[src/rtl/example_pkg.sv]
// example_pkg: shared constants, defaults and LED colour type for the LED demo
package example_pkg;

    localparam int   NUM_BTN     = 3;
    localparam logic LED_ON      = 1'b0;
    localparam logic LED_OFF     = 1'b1;
    localparam logic BTN_PRESSED = 1'b0;

    localparam int DEF_CNT_BITS    = 24;
    localparam int DEF_SYNC_STAGES = 2;
    localparam int DEF_PWM_DUTY    = 64;

    typedef struct packed {
        logic r;
        logic g;
        logic b;
    } rgb_t;

endpackage

[src/rtl/example_led_main_button_sync.sv]
// button_sync: multi-bit flip-flop synchroniser, resets to all-ones (buttons released)
module button_sync
    import example_pkg::*;
#(
    parameter int SYNC_STAGES = DEF_SYNC_STAGES,
    parameter int WIDTH       = NUM_BTN
) (
    input  logic             clk,
    input  logic             reset,
    input  logic [WIDTH-1:0] d_i,
    output logic [WIDTH-1:0] q_o
);

    logic [SYNC_STAGES-1:0][WIDTH-1:0] sync_q;

    // shift raw inputs through the chain; stage 0 is the metastability catcher
    always_ff @(posedge clk or posedge reset) begin
        if (reset) sync_q <= '1;
        else       sync_q <= {sync_q[SYNC_STAGES-2:0], d_i};
    end

    assign q_o = sync_q[SYNC_STAGES-1];

endmodule

[src/rtl/example_led_main.sv]
// example_led_main: buttons to active-low RGB LED with idle red heartbeat; EXAMPLE_PWM_EN adds dimming
module example_led_main
    import example_pkg::*;
#(
    parameter int CNT_BITS    = DEF_CNT_BITS,
    parameter int SYNC_STAGES = DEF_SYNC_STAGES,
    parameter int PWM_DUTY    = DEF_PWM_DUTY
) (
    input  logic               clk,
    input  logic               reset,
    input  logic [NUM_BTN-1:0] button_i,
    output logic               red_o,
    output logic               green_o,
    output logic               blue_o
);

    logic [CNT_BITS-1:0] cnt_q, cnt_d;
    logic [NUM_BTN-1:0]  btn_sync, btn_s;
    logic                idle, pwm_gate;
    rgb_t                on, led_q, led_d;

    button_sync #(.SYNC_STAGES(SYNC_STAGES), .WIDTH(NUM_BTN)) u_sync (
        .clk   (clk),
        .reset (reset),
        .d_i   (button_i),
        .q_o   (btn_sync)
    );

`ifdef EXAMPLE_PWM_EN
    assign pwm_gate = 32'(cnt_q[7:0]) < PWM_DUTY;
`else
    assign pwm_gate = 1'b1;
`endif

    // decode pressed buttons, idle heartbeat and the next LED drive levels
    always_comb begin
        cnt_d   = cnt_q + 1'b1;
        btn_s   = btn_sync ^ {NUM_BTN{~BTN_PRESSED}};
        idle    = (btn_s == '0);
        on.r    = btn_s[0] | (idle & cnt_q[CNT_BITS-1]);
        on.g    = btn_s[1];
        on.b    = btn_s[2];
        led_d.r = (on.r & pwm_gate) ? LED_ON : LED_OFF;
        led_d.g = (on.g & pwm_gate) ? LED_ON : LED_OFF;
        led_d.b = (on.b & pwm_gate) ? LED_ON : LED_OFF;
    end

    // free-running counter and registered LED pins, all forced off on reset
    always_ff @(posedge clk or posedge reset) begin
        if (reset) begin
            cnt_q <= '0;
            led_q <= '{r: LED_OFF, g: LED_OFF, b: LED_OFF};
        end else begin
            cnt_q <= cnt_d;
            led_q <= led_d;
        end
    end

    assign red_o   = led_q.r;
    assign green_o = led_q.g;
    assign blue_o  = led_q.b;

endmodule

[config.mk]
export PLATFORM = sky130hd
export DESIGN_NAME = example_led_main
export DESIGN_NICKNAME = d
export VERILOG_FILES = /design/src/rtl/example_pkg.sv /design/src/rtl/example_led_main_button_sync.sv /design/src/rtl/example_led_main.sv
export SDC_FILE = /design/constraint.sdc
export NUM_CORES = 1
export LEC_CHECK = 0
export CAP_MARGIN = 0
export CORE_MARGIN = 2
export CORE_UTILIZATION = 61
export CTS_BUF_LIST = sky130_fd_sc_hd__clkbuf_16
export DETAILED_ROUTE_END_ITERATION = 12
export PLACE_DENSITY_LB_ADDON = 0.08
export REMOVE_ABC_BUFFERS = 1
export SLEW_MARGIN = 20
export SYNTH_ARGS = -nofsm -noshare
export SYNTH_HDL_FRONTEND = slang
export SYNTH_HIERARCHICAL = 1
export SYNTH_SLANG_ARGS = --single-unit
[constraint.sdc]
create_clock -name clk -period 5.3 [get_ports clk]
set_clock_uncertainty 0.2 [all_clocks]
set_input_delay 0.795 -clock clk [delete_from_list [all_inputs] [get_ports clk]]
set_output_delay 0.795 -clock clk [all_outputs]
set_load 0.02 [all_outputs]
# Word-level counts from Yosys, hierarchy flattened
# Cells that the tools add are included.
# totals
regBits	33
in_bits	5
output_inout_bits	3
elab_cells	14
# op_classes
addsub	1
muxes	3
n_bitwise	3
n_reduce_logical	1
# op_table
cell	n
$add A24 B1 Y24 const B	1
$logic_not A3 Y1	1
$mux W1	3
$not A3 Y3	1
$and A1 B1 Y1	1
$or A1 B1 Y1	1

# Depth between registers and ports, before layout
# logic_depth
word_depth	5
depth_mapped	5
mapped_depth_nobuf	5

# Cells and area by module
# Netlist, hierarchy kept.
# modules_own_cells
module	n_inst	cells_per_inst	area_per_inst_um2
example_led_main	1	97	1166.1
button_sync	1	10	183.9

# Worst setup path after synthesis
# No wires, ideal clock.
# synth_timing
path_kind	register -> register
start	register cnt_q[9]
end	register cnt_q[23]
setup_time_ns	0.079
arrival_ns	1.590
required_ns	5.021
slack_ns	3.431
path_stages_with_launch	6
path_buffers	1
period_less_slack_ns	1.869
path_cell_list	dfrtp_1 > nand4_2 > or4_4 > buf_6 > nor4_4 > xor2_1
# synth_via
elab_chain_cells	1
# synth_rtl
element	line_no	rtl
start: declaration	example_led_main.sv:17	logic [CNT_BITS-1:0] cnt_q, cnt_d;
start signal: assignment	example_led_main.sv:54	cnt_q <= cnt_d;
$add A24 B1 Y24	example_led_main.sv:37	cnt_d = cnt_q + 1'b1;
via cnt_d[23]	example_led_main.sv:17	
# The timed path passes the listed nets, and every way through them passes these cells.

# Worst setup path after layout
# layout_timing
start	register led_q (netlist bit green_o)
end	output port green_o
# layout_rtl
element	line_no	rtl
start: declaration	example_led_main.sv:20	rgb_t on, led_q, led_d;
start signal: assignment	example_led_main.sv:52	led_q <= '{r: LED_OFF, g: LED_OFF, b: LED_OFF};
start signal: assignment	example_led_main.sv:55	led_q <= led_d;
end: declaration	example_led_main.sv:13	output logic green_o,
# No word-level cell between the ends.

==> results.ini <==
[timing]
setup_tns_ns = 0
slew-limit-headroom_pct = 37.4
slew_violations = 0
max_freq_ghz = 0.424
setup_viol = 0
min_period_ns = 2.36
final-hold-violation-count = 0
tightest_slew_ns = 0.933
rsz0062_at_grt = no
worst_hold_slack_ns = 0.157
post-route-period-util_pct = 44.5

[synthesis]
synth_top_flop_cell = dfrtp_1
ys_async_sr_fraction_pct = 100
yosys.area.top_type = dfrtp_1
yosysUniqueCellTypes = 22
synth.cell_area_um2 = 1350
ys_seq_area_share_pct = 62.0
netlist_top_cells_count = dfrtp_1, xor2_1, xnor2_1
post-synth-top-count-cell = dfrtp_1
synth_area_leaders = dfrtp_1, dfstp_2, xor2_1, xnor2_1, nor4_4
synth_top_area_share_pct = 44.5
syn_area_per_cell_um2 = 12.6
yosysWarnings = 6
syn_inst = 107
synth-seq-cells = 33
synth_edf_count = 0

[final_layout]
drive_gt1_share_pct = 17.9
fillers = 148
area_delta_synth_final_pct = 15.0
nets = 122
antenna_cells = 0

[setup_path]
cp_top_family = buffers and inverters
path_class = reg2out
cp.arrival_ns = 1.37
crit_chain = clkdlybuf4s50_1
cp_slowest_stage_delay_ns = 0.59
critical_path.endpoint_type = output pin
crit_slowest_cell = clkdlybuf4s50_1
cp.required_ns = 4.30
crit_buf_inv = 1
crit_path_max_fanout = 1
cp-start-kind = flop

[drt]
via_per_inst = 5.08
avgRoutedWirePerCell_um = 13.0
wl_um = 1890
drtPass1Iterations = 4
drc = 0
postRouteAntennaNets = 0
drt_iter0_markers = 13
vias = 736

[global_route]
grtUsageMet2_pct = 30.3
grtUsageTotal_pct = 19.7
met1_usage_pct = 23.6
use_met3_pct = 8.77
grt_pass1_wl_um = 3550
antenna_found_initial = 0
overflow = 0
grt_most_used_layer = met2
grt_pass1_vias = 794
grt_max_degree = 28

[clocking]
cts.repair.resized = 0
cts_setup_buffers = 0
numCtsBuffers = 5
postCtsHoldBufs = 0
clk_latency_ns = 0.27
clock_path_buffers = 2
clock-root-buffer = clkbuf_16
clock-sinks = 33
h-tree-depth = 2
cts_tree = built
clk_pin_slew_ns = 0.05

[power]
p_per_area_nw_per_um2 = 340
irDropWorstVdd_uv = 262
power_leakage_nw = 0.769

[hold_path]
hp-class = reg2reg

[floorplan]
rows = 17
die-area_um2 = 2610
initial_core_util_pct = 62.8
core_area_um2 = 2150
die_w_um = 51.0
io_pins = 8
fp.dieH_um = 51.0

[outcome]
status = completed

[place]
port_buffers = 7
dp_hpwl_um = 1280
place_congestion = 0.724

[flow_run]
drv_cap = 0

kinds of logic after synthesis:
kind of cell / Yosys count / share of synthesized area [%]
compound gates: 1 / 0.464
xor+xnor: 22 / 14.3
fa+ha+maj: 1 / 0.927
buf+inv: 13 / 5.10
flops: 33 / 62.0
simple gates: 37 / 17.2
per-layer routing:
layer | vias up | share of wire, %
li1 | 362 | -
met1 | 356 | 45
met2 | 13 | 49
met3 | 5 | 3.7
met4 | 0 | 2.1
met5 | - | 0
cell usage in the layout, fill, tap and decap left out:
cell and instances:
dfrtp_1 24, xor2_1 12, inv_1 10, xnor2_1 10, dfstp_2 9, nand2_1 7
nand3_1 7, clkdlybuf4s50_1 7, nor3_1 6, nor2_1 6, clkbuf_16 5, nand4_2 2
nor4_4 2, nand4_1 2, or4_4 1, or2_2 1, and3_1 1, nor3b_1 1
and3_2 1, a31oi_1 1, clkinv_1 1, ha_1 1
registers in the layout, summed over array words and instances, names as in the netlist:
register and count:
cnt_q 24, u_sync/q_o 3, u_sync/sync_q 3, blue_o 1, green_o 1, red_o 1
power by group:
group          leakage, nW  switching, W  internal (W)
logic                0.275    0.00000707    0.00000480
clock network       0.0776     0.0000883      0.000168
registers            0.416    0.00000113      0.000259
total                0.769     0.0000965      0.000431
final cells by class:
class | count | area [um^2] | area share [%]
flip-flops and latches | 33 | 837 | 53.9
well taps | 28 | 35.0 | 2.26
clock buffers | 5 | 125 | 8.06
multi-input cells | 61 | 444 | 28.6
clock inverters | 3 | 11.3 | 0.725
inverters | 8 | 30.0 | 1.93
repair buffers | 7 | 70.1 | 4.51
per-stage QoR:
step / worst slack, ns / util, % / cells / power, W / area, um^2
after CTS: 2.93 / 72.3 / 145 / 0.000534 / 1550
after floorplan: 3.48 / - / 102 / 0.000269 / 1310
after global placement: 3.04 / 65.9 / 137 / 0.000276 / 1420
after detailed placement: 3.04 / 65.9 / 137 / 0.000276 / 1420
final: 2.94 / 72.3 / 145 / 0.000528 / 1550
after global routing: 2.89 / 72.3 / 145 / 0.000547 / 1550
final timing paths:
check	start	end	slack, ns	depth (start not counted)
setup / recovery	green_o	green_o	2.94	1
hold / removal	u_sync/sync_q[0]	u_sync/q_o[0]	0.16	0
setup reg to reg	cnt_q[5]	cnt_q[19]	3.33	4
hold reg to reg	u_sync/sync_q[0]	u_sync/q_o[0]	0.16	0
max in group asynchronous	reset	cnt_q[15]	3.70	2
min in group asynchronous	reset	cnt_q[4]	0.76	2
Power figures use the tool's default switching activity.
